==> src/rtl/fifo_mem.sv <==
// rtl/fifo_mem.sv - FIFO storage array: one write port, one asynchronous read port
//
// Parameters:
//   DATA_SIZE  entry width in bits
//   DEPTH      number of entries (power of two)
// Ports:
//   clk      clock; writes land on the rising edge
//   we_i     write enable
//   waddr_i  write address
//   wdata_i  write payload
//   raddr_i  read address
//   rdata_o  combinational read data
//
// The array has no reset. Occupancy bookkeeping in the parent decides which
// entries are meaningful.

module fifo_mem #(
    parameter int unsigned DATA_SIZE = 32,
    parameter int unsigned DEPTH     = 4,
    localparam int unsigned ADDR_W   = $clog2(DEPTH)
) (
    input  logic                 clk,
    input  logic                 we_i,
    input  logic [ADDR_W-1:0]    waddr_i,
    input  logic [DATA_SIZE-1:0] wdata_i,
    input  logic [ADDR_W-1:0]    raddr_i,
    output logic [DATA_SIZE-1:0] rdata_o
);

    logic [DATA_SIZE-1:0] mem_q [DEPTH];

    always_ff @(posedge clk) begin
        if (we_i) begin
            mem_q[waddr_i] <= wdata_i;
        end
    end

    assign rdata_o = mem_q[raddr_i];

endmodule

==> src/rtl/sync_fifo.sv <==
// rtl/sync_fifo.sv - Synchronous valid/ready FIFO with optional empty bypass
//
// Parameters:
//   DATA_SIZE    payload width in bits
//   DEPTH        number of entries (power of two, >= 2)
//   AF_MARGIN    almost_full_o asserts at count >= DEPTH - AF_MARGIN
//   FALLTHROUGH  1 = an empty FIFO passes data_i straight to data_o
// Ports:
//   clk            clock
//   rst_n          synchronous active-low reset
//   flush_i        synchronous clear of all entries
//   data_i         write payload
//   valid_i        producer offers data_i
//   ready_o        FIFO accepts data this cycle (registered state only)
//   data_o         head payload
//   valid_o        data_o is valid
//   ready_i        consumer takes data_o this cycle
//   count_o        current occupancy
//   almost_full_o  occupancy at or above the almost-full threshold

module sync_fifo #(
    parameter int unsigned DATA_SIZE   = 32,
    parameter int unsigned DEPTH       = 4,
    parameter int unsigned AF_MARGIN   = 1,
    parameter bit          FALLTHROUGH = 1'b0,
    localparam int unsigned CNT_W      = $clog2(DEPTH + 1),
    localparam int unsigned PTR_W      = $clog2(DEPTH)
) (
    input  logic                 clk,
    input  logic                 rst_n,
    input  logic                 flush_i,
    input  logic [DATA_SIZE-1:0] data_i,
    input  logic                 valid_i,
    output logic                 ready_o,
    output logic [DATA_SIZE-1:0] data_o,
    output logic                 valid_o,
    input  logic                 ready_i,
    output logic [CNT_W-1:0]     count_o,
    output logic                 almost_full_o
);

    localparam logic [CNT_W-1:0] CNT_FULL = CNT_W'(DEPTH);
    localparam logic [CNT_W-1:0] CNT_AF   = CNT_W'(DEPTH - AF_MARGIN);

    logic [CNT_W-1:0]     count_q, count_d;
    logic [PTR_W-1:0]     wr_ptr_q, wr_ptr_d;
    logic [PTR_W-1:0]     rd_ptr_q, rd_ptr_d;
    logic [DATA_SIZE-1:0] rd_data;

    logic full;
    logic empty;
    logic bypass;
    logic push;
    logic pop;
    logic pass_through;
    logic do_write;
    logic do_read;

    // Full/empty come from the occupancy counter, never from pointer compare,
    // so ready_o depends on registered state only.
    assign full  = (count_q == CNT_FULL);
    assign empty = (count_q == '0);

    // Bypass offers data_i on the output while nothing is stored.
    assign bypass = FALLTHROUGH && empty && valid_i;

    assign ready_o       = !full;
    assign valid_o       = !empty || bypass;
    assign data_o        = (FALLTHROUGH && empty) ? data_i : rd_data;
    assign count_o       = count_q;
    assign almost_full_o = (count_q >= CNT_AF);

    assign push = valid_i && ready_o;
    assign pop  = valid_o && ready_i;

    // A bypassed word consumed in the same cycle never touches storage.
    assign pass_through = bypass && ready_i;
    assign do_write     = push && !pass_through;
    assign do_read      = pop && !empty;

    always_comb begin
        count_d  = count_q;
        wr_ptr_d = wr_ptr_q;
        rd_ptr_d = rd_ptr_q;
        if (flush_i) begin
            count_d  = '0;
            wr_ptr_d = '0;
            rd_ptr_d = '0;
        end else begin
            if (do_write) begin
                wr_ptr_d = wr_ptr_q + PTR_W'(1);
            end
            if (do_read) begin
                rd_ptr_d = rd_ptr_q + PTR_W'(1);
            end
            case ({do_write, do_read})
                2'b10:   count_d = count_q + CNT_W'(1);
                2'b01:   count_d = count_q - CNT_W'(1);
                default: count_d = count_q;
            endcase
        end
    end

    always_ff @(posedge clk) begin
        if (!rst_n) begin
            count_q  <= '0;
            wr_ptr_q <= '0;
            rd_ptr_q <= '0;
        end else begin
            count_q  <= count_d;
            wr_ptr_q <= wr_ptr_d;
            rd_ptr_q <= rd_ptr_d;
        end
    end

    fifo_mem #(
        .DATA_SIZE (DATA_SIZE),
        .DEPTH     (DEPTH)
    ) u_mem (
        .clk     (clk),
        .we_i    (do_write),
        .waddr_i (wr_ptr_q),
        .wdata_i (data_i),
        .raddr_i (rd_ptr_q),
        .rdata_o (rd_data)
    );

endmodule

==> config.mk <==
export PLATFORM = sky130hd
export DESIGN_NAME = sync_fifo
export DESIGN_NICKNAME = d
export VERILOG_FILES = /design/src/rtl/fifo_mem.sv /design/src/rtl/sync_fifo.sv
export SDC_FILE = /design/constraint.sdc
export NUM_CORES = 1
export LEC_CHECK = 0
export ABC_AREA = 1
export CAP_MARGIN = 20
export CORE_MARGIN = 2
export CORE_UTILIZATION = 55
export DETAILED_ROUTE_END_ITERATION = 12
export HOLD_SLACK_MARGIN = 0.06
export PLACE_DENSITY = 0.82
export SYNTH_ARGS = -nofsm -noshare
export SYNTH_HDL_FRONTEND = slang
export SYNTH_HIERARCHICAL = 1
export SYNTH_SLANG_ARGS = --single-unit
==> constraint.sdc <==
create_clock -name clk -period 5.8 [get_ports clk]
set_input_delay 1.74 -clock clk [delete_from_list [all_inputs] [get_ports clk]]
set_output_delay 1.74 -clock clk [all_outputs]
set_load 0.05 [all_outputs]
==> out/results.tsv <==
metric	value	unit
Design Area, Final	7370	um2
YS warnings	6	
sequential area share after synthesis	67.9	%
FF-to-FF End	u_mem/mem_q[2][5]	
Syn Nets	609	
most frequent cells in the layout	nand2_1, inv_1, edfxtp_1	
clk root buf	clkbuf_8	
crit path launch type	flip-flop	
placed cell area	6750	um2
pin count of the biggest net entering global routing	69	
slowest cell on the critical path	clkdlybuf4s50_1	
CTS tree	yes	
minimum clock period	4.31	ns
Synth Cell Area	5870	um2
Max Root-Sink Buffers	2	
DIE WIDTH	107	um
vias in the first global route	4057	
Setup CP Type	reg2out	
Hold Path Stages	2	
DRC Markers	0	
nets@finish	693	
post-CTS repair timing setup buffer count	0	
Slew Limit Headroom	51.5	%
Max-Cap Viols	0	
Syn-to-layout area delta	25.7	%
clk_lat worst skew	0.52	ns
Final Hold Fails	0	
hold-fix buffers at CTS	0	
Routed WL per cell	15.3	um
layout cells sized above 1	9.30	%
first-pass GRT wire length	19.1	mm
Core Region	10300	um2
CTS clock-pin slew for the worst setup and hold paths	0.06	ns
HP Start	wr_ptr_q[1]	
Max Clock Skew	0.00780	ns
worst hold path class	reg2reg	
Final setup viols	0	
HPWL Detailed	7.02	mm
cell leakage power	0.00323	uW
most common cell after layout, fill and taps aside	nand2_1	
Antenna diodes	0	
input/output buffers	74	
IO Count	75	
total grt overflow	0	
Critical Path Fanout Max	18	
Cell Chain, Critical Path	inv_1 > buf_16 > nand3_1 > nand2_1 > clkdlybuf4s50_1	
Critical Path RT	4.06	ns
DRT Pass-1 Iters	5	
reg2reg start	count_o[1]	
CTS HTree Levels	4	
row count	37	
Syn Area/Cell	10.3	um2
Initial Util	56.8	%
Cells after Synth	570	
CP max stage delay	0.80	ns
flop and latch count out of synthesis	135	
Pwr Density	327	nW/um2
Peak supply drop	201	uV
Synth cell types	20	
Fmax	0.232	GHz
vias per inst	5.07	
worst-margin pin slew	0.727	ns
RSZ-0062 raised after global routing	no	
Final Cycle Share	74.3	%
number of fill cells	683	
RD Place Congestion	0.766	
Arrival @ worst endpoint	2.57	ns
ANT nets after route	0	
hold path endpoint	wr_ptr_q[1]	
initial antenna violation count	0	
worst r2r path cells	7	
first-iteration detailed-routing DRC count	252	
final WL	12.3	mm
Resized cells post-CTS	0	
# clock sinks	135	
GRT Overall Usage	22.4	%
status	finished, final reports clean	
Slew Viols, Final	0	
endpoint class of the critical path	primary output	
vias	4069	
Die Ht	107	um
Setup TNS Final	0	ns
r2r setup slk	3.60	ns
die area	11500	um2
CTS Buf Count	17	
flip-flops by register name (all words and copies together), names as in the netlist:
signal,cells
u_mem/mem_q,128
count_o,3
rd_ptr_q,2
wr_ptr_q,2
worst max-delay path by stage:
stage | cells past startpoint | slack [ns] | start | end
floorplan | 4 | 1.22 | valid_i | u_mem/mem_q[1][0]
global placement | 4 | 1.77 | rd_ptr_q[1] | data_o[18]
detailed placement | 6 | 1.82 | valid_i | u_mem/mem_q[0][30]
CTS | 5 | 1.32 | rd_ptr_q[0] | data_o[27]
global route | 5 | 1.42 | rd_ptr_q[0] | data_o[5]
finish | 5 | 1.49 | rd_ptr_q[1] | data_o[31]
per-layer routing:
metal | wire (um) | up-vias | global-route usage, %
met4 | 263 | 0 | 10.3
met3 | 825 | 24 | 5.93
met2 | 6570 | 166 | 39.3
met1 | 4650 | 1936 | 25.5
li1 | - | 1943 | -
met5 | 0 | - | 0
Yosys cell counts:
| master | number | area [um2] |
|---|---|---|
| inv_2 | 4 | 15.0 |
| buf_2 | 9 | 45.0 |
| nand2_2 | 2 | 12.5 |
| a21oi_2 | 2 | 17.5 |
| nor2_1 | 5 | 18.8 |
| buf_6 | 7 | 78.8 |
| nand2_1 | 173 | 649 |
| inv_1 | 143 | 537 |
| buf_4 | 4 | 30.0 |
| nor3_1 | 4 | 20.0 |
| a21oi_1 | 2 | 10.0 |
| edfxtp_1 | 128 | 3840 |
| nor2_4 | 1 | 11.3 |
| nand3_1 | 69 | 345 |
| ha_1 | 1 | 12.5 |
| nor2_2 | 2 | 12.5 |
| o21ai_0 | 3 | 15.0 |
| dfxtp_1 | 7 | 140 |
| fa_1 | 1 | 20.0 |
| nand2_4 | 3 | 33.8 |
cell families (layout without fill, tap and decap cells):
group                    after synthesis  in the layout  share of synthesized area (%)
adder cells (fa/ha/maj)                2              2                          0.554
buffers and inverters                167            264                           12.0
AO/OA/AOI/OAI                          7              7                          0.725
flip-flops                           135            135                           67.9
AND/OR/NAND/NOR                      259            259                           18.8
through the flow:
step | total power (uW) | setup slack (ns) | utilization, % | hold WS (ns) | cells
2_1_floorplan | 1270 | 1.22 | - | 0.486 | 570
3_3_place_gp | 1360 | 1.77 | 65.1 | 0.544 | 768
3_5_place_dp | 1370 | 1.82 | 65.4 | 0.555 | 769
4_1_cts | 2420 | 1.32 | 71.1 | 0.578 | 801
5_1_grt | 2490 | 1.42 | 71.4 | 0.606 | 803
6_report | 2410 | 1.49 | 71.4 | 0.567 | 803
critical path: cells and delay by family, from the launching register on:
family	cells	cell delay, ns
DFF	1	0.32
and+or+nand+nor	2	0.19
buffers and inverters	3	1.53
layout make-up:
class | count | area, um2 | area share [%]
clock inverter | 15 | 180 | 2.44
multi-input combinational | 268 | 1200 | 16.3
tap | 136 | 170 | 2.31
timing repair buffer | 85 | 872 | 11.8
inverter | 147 | 552 | 7.48
clock buffer | 17 | 414 | 5.62
sequential | 135 | 3990 | 54.1
report_power, final:
part / total, uW / internal (uW) / switching [uW]
combinational: 249 / 85.7 / 163
clock: 1060 / 655 / 405
sequential: 1100 / 1090 / 8.81
(Power assumes the default switching activity.)
